--- src/rtl/parity_frame_gen.sv ---
// parity_frame_gen: AXI-Stream byte framer that forwards payload bytes and appends an even-parity byte with tlast
//   a_clk, axis_areset        : clock, synchronous active-high reset
//   axis_s_tvalid/tdata/tlast : payload input beat; axis_s_tready accepts it
//   axis_m_tvalid/tdata/tlast : output beat (payload bytes, then parity byte with tlast); axis_m_tready from downstream
//   inject_err                : pulse that flips bit 0 of the next emitted parity byte
//   trunc_err                 : pulse when a frame is cut at MAX_LEN bytes
//   frame_cnt                 : parity bytes emitted since reset, wrapping
//   busy                      : frame in progress or output register occupied
module parity_frame_gen #(
  parameter int MAX_LEN = 64,
  parameter int CNT_W   = 16
) (
  input  logic             a_clk,
  input  logic             axis_areset,
  input  logic             axis_s_tvalid,
  input  logic [7:0]       axis_s_tdata,
  output logic             axis_s_tready,
  input  logic             axis_s_tlast,
  output logic             axis_m_tvalid,
  output logic [7:0]       axis_m_tdata,
  input  logic             axis_m_tready,
  output logic             axis_m_tlast,
  input  logic             inject_err,
  output logic             trunc_err,
  output logic [CNT_W-1:0] frame_cnt,
  output logic             busy
);
  typedef enum logic {PAYLOAD, PARITY} state_t;
  localparam logic [15:0] LAST_IDX = 16'(MAX_LEN - 1);
  state_t      state, state_nxt;
  logic [15:0] byte_cnt;
  logic [7:0]  parity;
  logic        inj_pend, slot_free, s_hs, p_load, at_max;
  always_comb begin
    slot_free     = !axis_m_tvalid | axis_m_tready;
    axis_s_tready = (state == PAYLOAD) & slot_free;
    s_hs          = axis_s_tvalid & axis_s_tready;
    p_load        = (state == PARITY) & slot_free;
    at_max        = byte_cnt == LAST_IDX;
    state_nxt     = (s_hs & (axis_s_tlast | at_max)) ? PARITY : p_load ? PAYLOAD : state;
  end
  always_ff @(posedge a_clk) begin
    if (axis_areset) begin
      state         <= PAYLOAD;
      byte_cnt      <= '0;
      parity        <= '0;
      inj_pend      <= 1'b0;
      axis_m_tvalid <= 1'b0;
      axis_m_tdata  <= '0;
      axis_m_tlast  <= 1'b0;
      trunc_err     <= 1'b0;
      frame_cnt     <= '0;
    end else begin
      state     <= state_nxt;
      trunc_err <= s_hs & at_max & !axis_s_tlast;
      // a pulse landing on the parity load belongs to the following frame
      inj_pend  <= p_load ? inject_err : inj_pend | inject_err;
      if (s_hs) begin
        axis_m_tdata  <= axis_s_tdata;
        axis_m_tlast  <= 1'b0;
        axis_m_tvalid <= 1'b1;
        parity        <= parity ^ axis_s_tdata;
        byte_cnt      <= (axis_s_tlast | at_max) ? 16'd0 : byte_cnt + 16'd1;
      end else if (p_load) begin
        axis_m_tdata  <= parity ^ {7'b0, inj_pend};
        axis_m_tlast  <= 1'b1;
        axis_m_tvalid <= 1'b1;
        parity        <= '0;
        frame_cnt     <= frame_cnt + CNT_W'(1);
      end else if (axis_m_tready) begin
        axis_m_tvalid <= 1'b0;
      end
    end
  end
  assign busy = (byte_cnt != 16'd0) | (state == PARITY) | axis_m_tvalid;
endmodule
--- config.mk ---
export PLATFORM = sky130hd
export DESIGN_NAME = parity_frame_gen
export DESIGN_NICKNAME = d
export VERILOG_FILES = /design/src/rtl/parity_frame_gen.sv
export SDC_FILE = /design/constraint.sdc
export NUM_CORES = 1
export LEC_CHECK = 0
export BUFFER_PORTS_ARGS = -buffer_cell sky130_fd_sc_hd__buf_2
export CAP_MARGIN = 20
export CELL_PAD_IN_SITES_DETAIL_PLACEMENT = 0
export CELL_PAD_IN_SITES_GLOBAL_PLACEMENT = 1
export CORE_MARGIN = 4
export CORE_UTILIZATION = 37
export DETAILED_ROUTE_END_ITERATION = 7
export PLACE_DENSITY = 0.78
export SYNTH_ARGS = -nofsm -noshare
export SYNTH_HDL_FRONTEND = slang
export SYNTH_SLANG_ARGS = --single-unit
--- constraint.sdc ---
create_clock -name a_clk -period 1.8 [get_ports a_clk]
set_clock_uncertainty 0.2 [all_clocks]
set_input_delay 0 -clock a_clk [delete_from_list [all_inputs] [get_ports a_clk]]
set_output_delay 0 -clock a_clk [all_outputs]
set_load 0.05 [all_outputs]
## Yosys cells after proc, flatten, opt, wreduce, memory -nomap -nowiden

Cells that the tools add are included.

| word-level totals | value |
|---|---|
| flip-flop bits (word level) | 53 |
| output and inout port bits | 29 |
| logic and storage cells | 46 |
| bits of input ports | 14 |

| cells by class | value |
|---|---|
| multiplexer cells | 11 |
| equality and inequality tests | 1 |
| reductions and logical operators | 8 |
| bitwise gates (word level) | 15 |
| add/subtract/negate cells | 2 |

Operator list:

| kind | number |
|---|---|
| $add A16 B1 Y16 const B | 2 |
| $mux W8 | 4 |
| $eq A16 B6 Y1 const B | 1 |
| $mux W16 | 1 |
| $reduce_bool A16 Y1 | 1 |
| $xor A8 B1 Y8 | 1 |
| $xor A8 B8 Y8 | 1 |
| $and A1 B1 Y1 | 6 |
| $mux W1 | 6 |
| $or A1 B1 Y1 | 5 |
| $reduce_bool A2 Y1 | 2 |
| $reduce_bool A3 Y1 | 1 |
| $logic_not A1 Y1 | 2 |
| $not A1 Y1 | 2 |
| $reduce_and A2 Y1 | 1 |
| $reduce_or A2 Y1 | 1 |

## Depth between registers and ports, before layout

| depth | value |
|---|---|
| word-level depth | 6 |
| mapped depth | 7 |
| gate-level depth less buffers | 5 |

## Worst setup path after synthesis

No wires, ideal clock.

| timing | value |
|---|---|
| path type | register -> register |
| from | register frame_cnt[0] |
| to | register frame_cnt[12] |
| stages on the path, launching flop included | 6 |
| setup time | 70 ps |
| path slack | -393 ps |
| path buffers | 0 |
| data required time | 1,530 ps |
| period minus slack after synthesis | 2,193 ps |
| arrival time | 1,922 ps |
| cell sequence | dfxtp_1 ha_1 and3_1 nand3_1 or4_1 a21oi_1 |

| on the way | value |
|---|---|
| cells in the longest elaborated chain, start to end | 1 |

Ends and longest elaborated chain:

| what | RTL line | text |
|---|---|---|
| start, declared | 25 | `output logic [CNT_W-1:0] frame_cnt,` |
| start signal, assigned | 69 | `frame_cnt <= frame_cnt + CNT_W'(1);` |
| $add A16 B1 Y16 | 69 |  |

No other way between the ends.
A chain may end at the register's enable or synchronous reset.

## Final worst setup path

| timing | value |
|---|---|
| from | register state |
| to | register byte_cnt[15] |

| on the way | value |
|---|---|
| cells in the longest elaborated chain, start to end | 3 |

Ends and longest elaborated chain:

| what | RTL line | text |
|---|---|---|
| start, declared | 30 | `state_t state, state_nxt;` |
| start signal, assigned | 54 | `state <= state_nxt;` |
| $not A1 Y1 | 36 | `axis_s_tready = (state == PAYLOAD) & slot_free;` |
| $and A1 B1 Y1 | 36 |  |
| $and A1 B1 Y1 | 37 | `s_hs = axis_s_tvalid & axis_s_tready;` |
| end signal, assigned | 63 | `byte_cnt <= (axis_s_tlast \| at_max) ? 16'd0 : byte_cnt + 16'd1;` |
| end, declared | 31 | `logic [15:0] byte_cnt;` |

No other way between the ends.

==> metrics.txt <==
Post-Place Worst Slack=-0.115 ns; clk sinks=53; XOR/XNOR share of the synthesized area=5.84%; crit share post-route=103%; Cell Rows=29; Syn. warnings=0; DR WL/cell=13.7 µm; Area Overhead vs Synth=40.5%; count leader, synth=dfxtp_1; metal3 WL=162 µm; critical path type=flip-flop to flip-flop; DRC=0; Initial Utilization=38.0%; top routing layer in use=met4; grt total ovfl=0; Setup crit end kind=flip-flop; DR iter-0 viols=59; metal2 WL=2.99 mm; area of the mapped netlist=0.00240 mm²; Primary FF master, synth=dfxtp_1; arrival time worst endpoint=1.89 ns; Reg clk slew, reported paths=0.09 ns; largest family of logic cells by synthesized area=simple AND/OR/NAND/NOR gates; Total Wirelength=6.21 mm; Startpoint Class=flip-flop; Port Buffers=42; worst hold slack=-0.0252 ns; simple-gate portion of the synthesized area=31.8%; Max Cap Viol=0; most frequent cells after synthesis=dfxtp_1, nand2_1, nand3_1; status=finished with violations; Yosys reg bits=53; Die Y=88.5 µm; post-synthesis adder-cell area fraction=1.56%; H-tree depth=2; vias in the first global route=2,257; Max Buffers Root-to-Sink=2; DRT Pass-1 Iters=5; first-pass GRT wire length=10.2 mm; RSZ-0062 raised after global routing=yes; min Tclk post-route=1.85 ns; Die Wd=88.5 µm; achievable frequency=0.541 GHz; CTS tree=yes; final hold violation count=1; Critical Path RT=1.84 ns; post-synthesis sequential area ratio=44.2%; Syn Nets=304; Antenna Nets Post-Route=0; core region area=0.00631 mm²; FFs w/ async S/R, synth=0%; n_diodes=0; GP Congestion=0.821; Yosys top cell area share=44.2%; Post-DP HPWL=4.35 mm; Area contributors post-synth=dfxtp_1, nand3_1, a21oi_1; static leakage=1.31 nW; leading area contributor after synthesis=dfxtp_1; post-synthesis mux area share=0%; pins over their slew limit=0; gr usage total=16.3%; Total Nets Final=394; Via density=5.28; share of cells above drive strength 1=37.6%; wl on met1=3.01 mm; violated checks=negative hold slack, negative setup slack; CTS Root Cell=clkbuf_8; vias=2,402; Top Ports=43; Synth cell types=36; post-synthesis compound-gate area fraction=12.7%; Slew Limit Headroom=73.8%; die area=0.00783 mm²; pin count of the biggest net entering global routing=38; maximum VDD drop=0.391 mV; Mapped Cells=287; Hold Path Class=primary input to flip-flop; worst setup margin=-0.0492 ns; Num CTS Buffers=5; initial antenna violation count=0; Slew @ Worst Pin=0.392 ns; setup violators final=1; Crit Path Max Fanout=4; Worst-Skew Late Latency=0.31 ns; syn avg cell area=8.36 µm²; power per cell area=709 mW/mm²; Post-synth EDFFs=0
## cell usage in the layout (no fill, tap or decap), drive strengths merged, types with 5 or more instances in the layout
cell type / count
or3: 9
buf: 85
clkbuf: 6
nand3: 27
o31ai: 7
or4: 8
dlygate4sd3: 13
a21oi: 26
dfxtp: 53
nor2: 22
or2: 9
xnor2: 5
and3: 5
a31oi: 9
xor2: 11
nand4: 15
o21ai: 10
nand2: 28
## kinds of logic (layout without fill, tap and decap cells)
| group | Yosys count | after routing |
|---|---|---|
| AO/OA/AOI/OAI | 54 | 54 |
| buffers and inverters | 19 | 110 |
| AND/OR/NAND/NOR | 142 | 142 |
| XOR/XNOR | 16 | 16 |
| adder cells (fa/ha/maj) | 3 | 3 |
| flip-flops | 53 | 53 |
## flip-flops by register name, indices dropped and copies added (netlist names)
| name | flops |
|---|---|
| axis_m_tvalid | 1 |
| byte_cnt | 16 |
| state | 1 |
| axis_m_tdata | 8 |
| parity | 8 |
| frame_cnt | 16 |
| trunc_err | 1 |
| inj_pend | 1 |
| axis_m_tlast | 1 |
## metrics by stage
step / TNS [ns] / instances / total power [W] / utilization, % / cell area [µm²]
final: -0.0492 / 455 / 0.00239 / 53.4 / 3370
after global routing: -0.221 / 455 / 0.00248 / 53.4 / 3370
after CTS: -0.0458 / 450 / 0.00239 / 51.8 / 3270
after detailed placement: -1.50 / 425 / 0.00155 / 46.8 / 2960
after global placement: -1.88 / 425 / 0.00154 / 46.8 / 2960
after floorplan: -0.371 / 287 / 0.00145 / - / 2470
## per-layer routing
metal	vias to the layer above	GRT usage [%]
li1	1217	-
met1	1143	21.8
met2	38	26.9
met3	4	3.26
met4	0	4.53
met5	-	0
## worst max-delay path, stage by stage (launching register included)
cell	delay, ns
dfxtp_2	0.34
nand2b_4	0.15
or4_4	0.54
or4_1	0.41
a21oi_1	0.14
## report_power, final
part           internal, W  leakage [nW]  switching (W)  total, W
Clock             0.000414        0.0552       0.000399  0.000813
Combinational     0.000142         0.809       0.000209  0.000351
Sequential         0.00120         0.443      0.0000258   0.00123
## worst paths after layout
check	slack (ns)	from	cells after the start	endpoint
max	-0.05	state	4	byte_cnt[15]
min	-0.03	axis_s_tvalid	5	byte_cnt[7]
max reg2reg	-0.05	state	4	byte_cnt[15]
min reg2reg	0.28	frame_cnt[15]	2	frame_cnt[15]
## timing repair
| action | in CTS | in global routing |
|---|---|---|
| endpoints found under the hold margin | 36 | 0 |
| hold buffers | 13 | 0 |
| pin swaps | 3 | 5 |
| setup buffers | 4 | 5 |
| gates resized for setup | 12 | 19 |
| setup endpoints to repair | 23 | 26 |
## area by class of cell
class                      instances  area, µm²
clock buffer                       6       72.6
clock inverter                     2       35.0
fill                             625       2940
inverter                           4       15.0
multi-input combinational        215       1370
sequential                        53       1100
tap                               77       96.3
timing repair buffer              98        678
(Power assumes the default switching activity.)
